[config.mk]
export PLATFORM = sky130hd
export DESIGN_NAME = seq_pulse_sequencer
export DESIGN_NICKNAME = d
export VERILOG_FILES = /design/src/rtl/seq_pkg.sv /design/src/rtl/seq_opcode_class.sv /design/src/rtl/seq_pulse_sequencer.sv
export SDC_FILE = /design/constraint.sdc
export NUM_CORES = 1
export LEC_CHECK = 0
export CORE_ASPECT_RATIO = 1.4
export CORE_MARGIN = 1
export CORE_UTILIZATION = 51
export DETAILED_ROUTE_END_ITERATION = 16
export MAX_ROUTING_LAYER = met4
export PLACE_DENSITY = 0.85
export RECOVER_POWER = 50
export REMOVE_ABC_BUFFERS = 1
export SETUP_SLACK_MARGIN = 0.3
export SLEW_MARGIN = 15
export SYNTH_ARGS = -nofsm -noshare
export SYNTH_HDL_FRONTEND = slang
export SYNTH_SLANG_ARGS = --single-unit
export TNS_END_PERCENT = 100
[constraint.sdc]
create_clock -name clock -period 6.05 [get_ports clock]
set_clock_uncertainty 0.2 [all_clocks]
set_input_delay 1.21 -clock clock [delete_from_list [all_inputs] [get_ports clock]]
set_output_delay 1.21 -clock clock [all_outputs]
set_load 0.005 [all_outputs]
[src/rtl/seq_pkg.sv]
// Shared types and constants for the pulse sequencer: state encoding, class bit
// positions, opcode mask/match patterns and default end steps.
package seq_pkg;

    typedef enum logic [1:0] {
        ST_IDLE   = 2'd0,
        ST_FETCH  = 2'd1,
        ST_EXEC   = 2'd2,
        ST_HALTED = 2'd3
    } seq_state_e;

    localparam int CLS_W     = 8;
    localparam int CLS_MOV8  = 0;
    localparam int CLS_SETAB = 1;
    localparam int CLS_ALU   = 2;
    localparam int CLS_LDST  = 3;
    localparam int CLS_MOV16 = 4;
    localparam int CLS_INC16 = 5;
    localparam int CLS_HALT  = 6;
    localparam int CLS_GOTO  = 7;

    localparam logic [7:0] OP_MASK_TOP2    = 8'hC0;
    localparam logic [7:0] OP_MASK_TOP4    = 8'hF0;
    localparam logic [7:0] OP_MATCH_MOV8   = 8'h00;
    localparam logic [7:0] OP_MATCH_SETAB  = 8'h40;
    localparam logic [7:0] OP_MATCH_GOTO   = 8'hC0;
    localparam logic [7:0] OP_MATCH_ALU    = 8'h80;
    localparam logic [7:0] OP_MATCH_LDST   = 8'h90;
    localparam logic [7:0] OP_MATCH_MOV16  = 8'hA0;
    localparam logic [7:0] OP_INC16        = 8'hB0;
    localparam logic [7:0] OP_HALT_DEFAULT = 8'hAE;

    localparam int DEF_MAX_STEPS   = 24;
    localparam int DEF_ABORT_SHORT = 8;
    localparam int DEF_ABORT_MOV16 = 10;
    localparam int DEF_ABORT_LDST  = 12;
    localparam int DEF_ABORT_INC16 = 14;
    localparam int DEF_ABORT_GOTO  = 24;

    // HALT always finishes on step 8, independent of the configurable end steps.
    localparam int HALT_END_STEP   = 8;
    localparam int FETCH_LAST_STEP = 4;
    localparam int ALU_COND_STEP   = 5;
    localparam int INST_LATCH_STEP = 2;

endpackage

[src/rtl/seq_opcode_class.sv]
// Combinational opcode decoder: one-hot instruction class plus the step on which
// that instruction ends. An all-zero class marks an illegal opcode.
module seq_opcode_class
    import seq_pkg::*;
#(
    parameter int         STEP_W      = 5,
    parameter int         ABORT_SHORT = DEF_ABORT_SHORT,
    parameter int         ABORT_MOV16 = DEF_ABORT_MOV16,
    parameter int         ABORT_LDST  = DEF_ABORT_LDST,
    parameter int         ABORT_INC16 = DEF_ABORT_INC16,
    parameter int         ABORT_GOTO  = DEF_ABORT_GOTO,
    parameter logic [7:0] HALT_OP     = OP_HALT_DEFAULT
) (
    input  logic [7:0]        opcode_i,
    output logic [CLS_W-1:0]  cls_o,
    output logic [STEP_W-1:0] end_step_o,
    output logic              illegal_o
);

    always_comb begin
        cls_o      = '0;
        end_step_o = STEP_W'(ABORT_SHORT);
        // Exact-match opcodes first so they win over their enclosing groups.
        if (opcode_i == HALT_OP) begin
            cls_o[CLS_HALT] = 1'b1;
            end_step_o      = STEP_W'(HALT_END_STEP);
        end else if (opcode_i == OP_INC16) begin
            cls_o[CLS_INC16] = 1'b1;
            end_step_o       = STEP_W'(ABORT_INC16);
        end else if ((opcode_i & OP_MASK_TOP2) == OP_MATCH_MOV8) begin
            cls_o[CLS_MOV8] = 1'b1;
        end else if ((opcode_i & OP_MASK_TOP2) == OP_MATCH_SETAB) begin
            cls_o[CLS_SETAB] = 1'b1;
        end else if ((opcode_i & OP_MASK_TOP2) == OP_MATCH_GOTO) begin
            cls_o[CLS_GOTO] = 1'b1;
            end_step_o      = STEP_W'(ABORT_GOTO);
        end else if ((opcode_i & OP_MASK_TOP4) == OP_MATCH_ALU) begin
            cls_o[CLS_ALU] = 1'b1;
        end else if ((opcode_i & OP_MASK_TOP4) == OP_MATCH_LDST) begin
            cls_o[CLS_LDST] = 1'b1;
            end_step_o      = STEP_W'(ABORT_LDST);
        end else if ((opcode_i & OP_MASK_TOP4) == OP_MATCH_MOV16) begin
            cls_o[CLS_MOV16] = 1'b1;
            end_step_o       = STEP_W'(ABORT_MOV16);
        end
    end

    assign illegal_o = ~|cls_o;

endmodule

[src/rtl/seq_pulse_sequencer.sv]
// Instruction sequencer: internal step counter, fetch strobes, opcode latch and
// classification, per-class end step, run/single-step control and HALT handling.
module seq_pulse_sequencer
    import seq_pkg::*;
#(
    parameter int         MAX_STEPS   = DEF_MAX_STEPS,
    parameter int         STEP_W      = $clog2(MAX_STEPS + 1),
    parameter int         ABORT_SHORT = DEF_ABORT_SHORT,
    parameter int         ABORT_MOV16 = DEF_ABORT_MOV16,
    parameter int         ABORT_LDST  = DEF_ABORT_LDST,
    parameter int         ABORT_INC16 = DEF_ABORT_INC16,
    parameter int         ABORT_GOTO  = DEF_ABORT_GOTO,
    parameter logic [7:0] HALT_OP     = OP_HALT_DEFAULT
) (
    input  logic              clock,
    input  logic              reset,
    input  logic              run,
    input  logic              single_step,
    input  logic              step_req,
    input  logic [7:0]        inst_in,
    input  logic [2:0]        alu_flags,
    output logic [STEP_W-1:0] step,
    output logic [7:0]        inst_q,
    output logic [CLS_W-1:0]  cls,
    output logic              mem_read,
    output logic              sel_pc,
    output logic              ld_inst,
    output logic              ld_inc,
    output logic              sel_inc,
    output logic              ld_pc,
    output logic              ld_cond,
    output logic [2:0]        cond_q,
    output logic              abort,
    output logic              busy,
    output logic              halted,
    output logic              illegal,
    output seq_state_e        dbg_state
);

    if (ABORT_SHORT < 8 || ABORT_SHORT > MAX_STEPS ||
        ABORT_MOV16 < 8 || ABORT_MOV16 > MAX_STEPS ||
        ABORT_LDST  < 8 || ABORT_LDST  > MAX_STEPS ||
        ABORT_INC16 < 8 || ABORT_INC16 > MAX_STEPS ||
        ABORT_GOTO  < 8 || ABORT_GOTO  > MAX_STEPS) begin : g_bad_abort
        $error("seq_pulse_sequencer: every abort step must lie within 8..MAX_STEPS");
    end

    localparam logic [STEP_W-1:0] S_ONE   = STEP_W'(1);
    localparam logic [STEP_W-1:0] S_TWO   = STEP_W'(2);
    localparam logic [STEP_W-1:0] S_THREE = STEP_W'(3);
    localparam logic [STEP_W-1:0] S_LATCH = STEP_W'(INST_LATCH_STEP);
    localparam logic [STEP_W-1:0] S_FLAST = STEP_W'(FETCH_LAST_STEP);
    localparam logic [STEP_W-1:0] S_COND  = STEP_W'(ALU_COND_STEP);

    seq_state_e        state_q, state_d;
    logic [STEP_W-1:0] step_q, step_d;
    logic [STEP_W-1:0] end_q;
    logic [7:0]        opcode_q;
    logic [CLS_W-1:0]  cls_q;
    logic [2:0]        flags_q;
    logic              req_q;
    logic              req_edge;
    logic              mem_read_q, sel_pc_q, ld_inst_q, ld_inc_q, sel_inc_q, ld_pc_q;
    logic              ld_cond_q, abort_q, busy_q, halted_q, illegal_q;
    logic              fetch_d;

    logic [CLS_W-1:0]  dec_cls;
    logic [STEP_W-1:0] dec_end;
    logic              dec_illegal;

    seq_opcode_class #(
        .STEP_W      (STEP_W),
        .ABORT_SHORT (ABORT_SHORT),
        .ABORT_MOV16 (ABORT_MOV16),
        .ABORT_LDST  (ABORT_LDST),
        .ABORT_INC16 (ABORT_INC16),
        .ABORT_GOTO  (ABORT_GOTO),
        .HALT_OP     (HALT_OP)
    ) u_class (
        .opcode_i   (inst_in),
        .cls_o      (dec_cls),
        .end_step_o (dec_end),
        .illegal_o  (dec_illegal)
    );

    assign req_edge = step_req & ~req_q;

    always_comb begin
        state_d = state_q;
        step_d  = step_q;
        case (state_q)
            ST_IDLE: begin
                if (run && (!single_step || req_edge)) begin
                    state_d = ST_FETCH;
                    step_d  = S_ONE;
                end
            end
            ST_FETCH: begin
                step_d = step_q + S_ONE;
                if (step_q == S_FLAST) state_d = ST_EXEC;
            end
            ST_EXEC: begin
                if (step_q == end_q) begin
                    if (cls_q[CLS_HALT]) begin
                        state_d = ST_HALTED;
                        step_d  = '0;
                    end else if (!run || single_step) begin
                        state_d = ST_IDLE;
                        step_d  = '0;
                    end else begin
                        state_d = ST_FETCH;
                        step_d  = S_ONE;
                    end
                end else begin
                    step_d = step_q + S_ONE;
                end
            end
            ST_HALTED: begin
                step_d = '0;
            end
            default: begin
                state_d = ST_IDLE;
                step_d  = '0;
            end
        endcase
    end

    assign fetch_d = (state_d == ST_FETCH);

    // Strobes are computed from the next step so they are registered yet aligned with it.
    always_ff @(posedge clock or posedge reset) begin
        if (reset) begin
            state_q    <= ST_IDLE;
            step_q     <= '0;
            end_q      <= STEP_W'(ABORT_SHORT);
            opcode_q   <= '0;
            cls_q      <= '0;
            flags_q    <= '0;
            req_q      <= 1'b0;
            mem_read_q <= 1'b0;
            sel_pc_q   <= 1'b0;
            ld_inst_q  <= 1'b0;
            ld_inc_q   <= 1'b0;
            sel_inc_q  <= 1'b0;
            ld_pc_q    <= 1'b0;
            ld_cond_q  <= 1'b0;
            abort_q    <= 1'b0;
            busy_q     <= 1'b0;
            halted_q   <= 1'b0;
            illegal_q  <= 1'b0;
        end else begin
            state_q    <= state_d;
            step_q     <= step_d;
            req_q      <= step_req;
            mem_read_q <= fetch_d && (step_d == S_ONE || step_d == S_TWO);
            sel_pc_q   <= fetch_d && (step_d == S_ONE || step_d == S_TWO);
            ld_inst_q  <= fetch_d && (step_d == S_TWO);
            ld_inc_q   <= fetch_d && (step_d == S_TWO);
            sel_inc_q  <= fetch_d && (step_d == S_THREE || step_d == S_FLAST);
            ld_pc_q    <= fetch_d && (step_d == S_FLAST);
            ld_cond_q  <= (state_d == ST_EXEC) && (step_d == S_COND) && cls_q[CLS_ALU];
            abort_q    <= (state_d == ST_EXEC) && (step_d == end_q);
            busy_q     <= (state_d == ST_FETCH) || (state_d == ST_EXEC);
            halted_q   <= (state_d == ST_HALTED);
            if (state_q == ST_FETCH && step_q == S_LATCH) begin
                opcode_q  <= inst_in;
                cls_q     <= dec_cls;
                end_q     <= dec_end;
                illegal_q <= illegal_q | dec_illegal;
            end
            if (state_q == ST_EXEC && step_q == S_COND && cls_q[CLS_ALU]) begin
                flags_q <= alu_flags;
            end
        end
    end

    assign step      = step_q;
    assign inst_q    = opcode_q;
    assign cls       = cls_q;
    assign mem_read  = mem_read_q;
    assign sel_pc    = sel_pc_q;
    assign ld_inst   = ld_inst_q;
    assign ld_inc    = ld_inc_q;
    assign sel_inc   = sel_inc_q;
    assign ld_pc     = ld_pc_q;
    assign ld_cond   = ld_cond_q;
    assign cond_q    = flags_q;
    assign abort     = abort_q;
    assign busy      = busy_q;
    assign halted    = halted_q;
    assign illegal   = illegal_q;
    assign dbg_state = state_q;

endmodule

---- Yosys cells after proc, flatten, opt, wreduce, memory -nomap -nowiden ----
Index checks and enable logic that the tools add are counted.
storage, ports and cells
  output and inout port bits .............. 37
  register bits after elaboration ......... 41
  input bits .............................. 16
operators by class
  mux-type cells .......................... 38
  add/sub/neg operators ................... 1
  bitwise gates (word level) .............. 3
  equality and inequality tests ........... 23
  reductions and logical operators ........ 22
operators by type and width
  operator             count
  $mux 5               10
  $eq 5x3->1 const B   4
  $pmux 5 s4           1
  $eq 8x8->1 const B   2
  $mux 1               16
  $eq 5x2->1 const B   3
  $eq 4x4->1 const B   3
  $mux 2               6
  $logic_and 1x1->1    11
  $eq 2x2->1 const B   5
  $eq 5x5->1           2
  $logic_not 8->1      1
  $reduce_or 8->1      1
  $eq 2x1->1 const B   3
  $mux 3               2
  $mux 6               1
  $pmux 2 s3           1
  $add 5x1->5 const B  1
  $eq 5x1->1 const B   1
  $logic_or 1x1->1     5
  $mux 4               1
  $logic_not 1->1      3
  $logic_not 2->1      1
  $and 1x1->1          1
  2 further kinds      2

---- Logic depth before layout (Yosys ltp) ----
  depth after elaboration ................. 12
  gate-level depth with buffers ........... 9
  gate-level depth less buffers ........... 9

---- Cells and area by module ----
Synthesis repeated with hierarchy kept, for this count alone.
unflattened totals
  cells, all modules ...................... 196
  area, all modules ....................... 2188.3 µm²
modules (own cells, without submodules)
  module               area an instance (µm²)  times used  cells each  seq. area each (µm²)
  seq_pulse_sequencer  2020.7                  1           173         1027.2
  seq_opcode_class     167.7                   1           23          0.0

---- Worst setup path before layout ----
Ideal clock, no wire load.
  kind .................................... input to register
  start ................................... in run
  end ..................................... reg sel_inc_q, in the netlist sel_inc
  path buffers ............................ 0
  data arrival time ....................... 2.552 ns
  path slack .............................. 3.223 ns
  stages on the path ...................... 5
  cell sequence ........................... or2b_2 or4_1 o211a_2 or3_4 a21oi_2
between the ends
  longest elaborated chain between the ends .. 9
ends and longest elaborated chain
  item                                             line                        source
  start: declaration                               seq_pulse_sequencer.sv:17   input logic run,
  $logic_not 1->1                                  seq_pulse_sequencer.sv:107  end else if (!run || single_step) begin
  $logic_or 1x1->1                                 seq_pulse_sequencer.sv:107
  $mux 1                                           seq_pulse_sequencer.sv:107
  $mux 1                                           seq_pulse_sequencer.sv:104  if (cls_q[CLS_HALT]) begin
  $mux 5                                           seq_pulse_sequencer.sv:103  if (step_q == end_q) begin
  $pmux 5 s4                                       seq_pulse_sequencer.sv:91   case (state_q)
  $eq 5x2->1 / $eq 5x3->1 (equally long branches)  seq_pulse_sequencer.sv:159  sel_inc_q <= fetch_d && (step_d == S_THREE || step_d == S_FLAST);
  $logic_or 1x1->1                                 seq_pulse_sequencer.sv:159
  $logic_and 1x1->1 (*)                            seq_pulse_sequencer.sv:159
  end signal: assignment                           seq_pulse_sequencer.sv:159
  end: declaration                                 seq_pulse_sequencer.sv:63   logic mem_read_q, sel_pc_q, ld_inst_q, ld_inc_q, sel_inc_q, ld_pc_q;
Every way passes the cells marked *; elsewhere a longest branch is shown, timed or not.
A chain may end at the register's enable or synchronous reset.

==> impl_metrics.toml <==
[floorplan]
die_area_um2 = 3890
rows = 25
dieWidth_um = 53.0
die_height_um = 73.4
ios = 53
start_util_pct = 54.0
core_area_um2 = 3440

[synth]
syn_area_per_cell_um2 = 10.1
synthSimpleGateAreaFrac_pct = 21.8
synth_top_family_by_area = "simple AND/OR/NAND/NOR gates"
ys_types = 42
synth_commonest_cells = "dfrtp_1 (38), nand2_1 (37), inv_1 (10)"
synthesis.area_um2 = 1860
synthTopCellsByArea = "dfrtp_1 (51%), nand2_1 (7.5%), ha_1 (4.7%)"
async_reset_ff_share_pct = 100
synth_edf_count = 0
syn_inst = 183
synthMuxAreaShare_pct = 1.82
ys_ff_latch = 38
yosys.area.top_type = "dfrtp_1"
synthXorXnorAreaFrac_pct = 5.12
synth_ff_type = "dfrtp_1"
synth-seq-area-share_pct = 51.2
ys_warn_count = 0
synth-adder-area-share_pct = 4.72
yosysMostFrequentCell = "dfrtp_1"
yosysTopAreaCellShare_pct = 51.2
synth_compound_area_share_pct = 10.7

[power_and_ir_drop]
switching_share_pct = 27.1
clockPowerShare_pct = 30.2
p_leak_nw = 1.14
cellPowerDensity_nw_per_um2 = 335
p_seq_share_pct = 42.0
ir_drop_v = 0.000347
netSwitchingPower_w = 0.000229
p_int_w = 0.000617
pwr-share-comb_pct = 27.8
total_power_w = 0.000846

[timing]
setup_tns_ns = 0
finalWorstSetupSlack_ns = 2.66
period_share_pct = 56.1
rsz0062_at_grt = "no"
setup_viol = 0
drv_slew = 39
relSlewSlack_pct = -31.1
fmax_mhz = 295
worst_pin_slew_ns = 1.97
min_period_ns = 3.39
hold_viol = 0

[placement]
place.port_buffers = 52
place_ws_ns = 2.58
place_congestion = 0.910
hpwl_mm = 2.74
placed_area_um2 = 2400

[worst_setup_path]
max_stage_delay_ns = 1.40
cp_data_required_time_ns = 5.87
reg2reg_depth = 8
crit_chain = "dlygate4sd3_1 -> inv_1 -> clkbuf_1"
critPathLaunchType = "input pin"
cp-end-kind = "asynchronous set/reset pin"
crit_fanout = 38
worst-setup-path-type = "in2async"
slowest_stage = "clkbuf_1"
worstPathArrival_ns = 3.21

[route]
dr.pass1.iters = 4
drt_iter0_markers = 28
wirelength_mm = 3.78
routedWlPerCell_um = 13.6
ant_nets = 0
vias_per_cell = 5.38
drc = 0
vias = 1497

[global_route]
antenna_found_initial = 0
overflow = 0
grt_pass1_vias = 1482
grt_max_degree = 39
grt_usage_pct = 23.2
grt_pass1_wl_mm = 6.29

[cts]
h-tree-depth = 2
postCtsSetupRepairBufs = 0
cts.path.max_buffers = 2
cts_made_buffers = 5
clk_latency_ns = 0.29
cts-root-buf = "clkbuf_8"
holdBufCountCts = 0
clk_pin_slew_ns = 0.08
clock-sinks = 38
cts_tree = "done"
post_cts_resized = 0

[finish]
stdcell_area_um2 = 2530
fillers = 265
synthToLayoutAreaGrowth_pct = 36.1
drive_above_1_share_pct = 9.24
diodes = 0
nets = 260

[worst_hold_path]
whs_path_depth = 1
hp-class = "reg2reg"

[run]
maxCapViolations = 1

[outcome]
violations = "capacitance limit, slew limit"
status = "finished, violations left"
## cells in the final DEF, fill, tap and decap left out, types with 3 or more instances in the layout
| cell type | instances |
|---|---|
| nand2b_1 | 3 |
| xnor2_1 | 6 |
| clkdlybuf4s50_1 | 49 |
| a21o_1 | 4 |
| nand4_1 | 3 |
| inv_1 | 10 |
| clkbuf_8 | 5 |
| nor4_1 | 3 |
| o21ai_0 | 9 |
| nand2_1 | 37 |
| ha_1 | 7 |
| nor2_1 | 5 |
| mux2_2 | 3 |
| nand3_1 | 8 |
| nor3_1 | 4 |
| dlygate4sd3_1 | 3 |
| xor2_1 | 3 |
| dfrtp_1 | 38 |
## power by group through the flow
stage | clock network [W] | logic (W) | registers (W)
floorplan | 0 | 0.0000941 | 0.000356
global placement | 0 | 0.000232 | 0.000359
detailed placement | 0 | 0.000238 | 0.000359
CTS | 0.000261 | 0.000239 | 0.000356
global route | 0.000271 | 0.000259 | 0.000364
finish | 0.000255 | 0.000235 | 0.000355
## registers in the layout, summed over array words and instances, names as in the netlist
| signal | flops |
|---|---|
| abort | 1 |
| end_q | 3 |
| req_q | 1 |
| illegal | 1 |
| sel_inc | 1 |
| inst_q | 8 |
| dbg_state | 2 |
| ld_cond | 1 |
| ld_pc | 1 |
| busy | 1 |
| step | 5 |
| cond_q | 3 |
| cls | 7 |
| halted | 1 |
| sel_pc | 1 |
| ld_inc | 1 |
## metal layers
layer | GRT usage [%] | wire length [µm] | vias up
met3 | 5.59 | 178 | 7
met5 | - | 0 | -
met1 | 24.3 | 1530 | 710
met4 | 13.2 | 95 | 0
li1 | - | - | 730
met2 | 38.8 | 1980 | 50
## worst paths after layout
kind                           from        end  slack, ns
max in group clock         step_req     ld_inc       2.85
max reg2reg                 step[0]   end_q[1]       3.01
max                           reset     cls[1]       2.66
min reg2reg                 illegal    illegal       0.27
min                         illegal    illegal       0.27
min in group asynchronous     reset  cond_q[0]       1.86
## logic make-up (layout without fill, tap and decap cells)
group           count (synthesis)  count (layout)
compound gates                 28              28
fa+ha+maj                       7               7
mux                             3               3
flops                          38              38
xor+xnor                       10              10
simple gates                   79              79
buf+inv                        18              73
## stage by stage
stage / instances / hold WS, ns / util, %
2_1_floorplan: 176 / 0.251 / -
3_3_place_gp: 270 / 0.250 / 69.7
3_5_place_dp: 270 / 0.248 / 69.7
4_1_cts: 278 / 0.274 / 73.7
5_1_grt: 278 / 0.307 / 73.5
6_report: 278 / 0.267 / 73.5
## final cells by class
class	instances	area, µm²	area share [%]
timing repair buffer	54	528	20.9
clock buffer	5	68.8	2.72
clock inverter	3	68.8	2.72
sequential	38	951	37.6
multi-input combinational	127	820	32.4
inverter	11	41.3	1.63
tap	40	50.0	1.98
## critical path: cells and delay by family
kind | cells | cell delay, ns
buffers and inverters | 3 | 1.98
(Power assumes the default switching activity.)
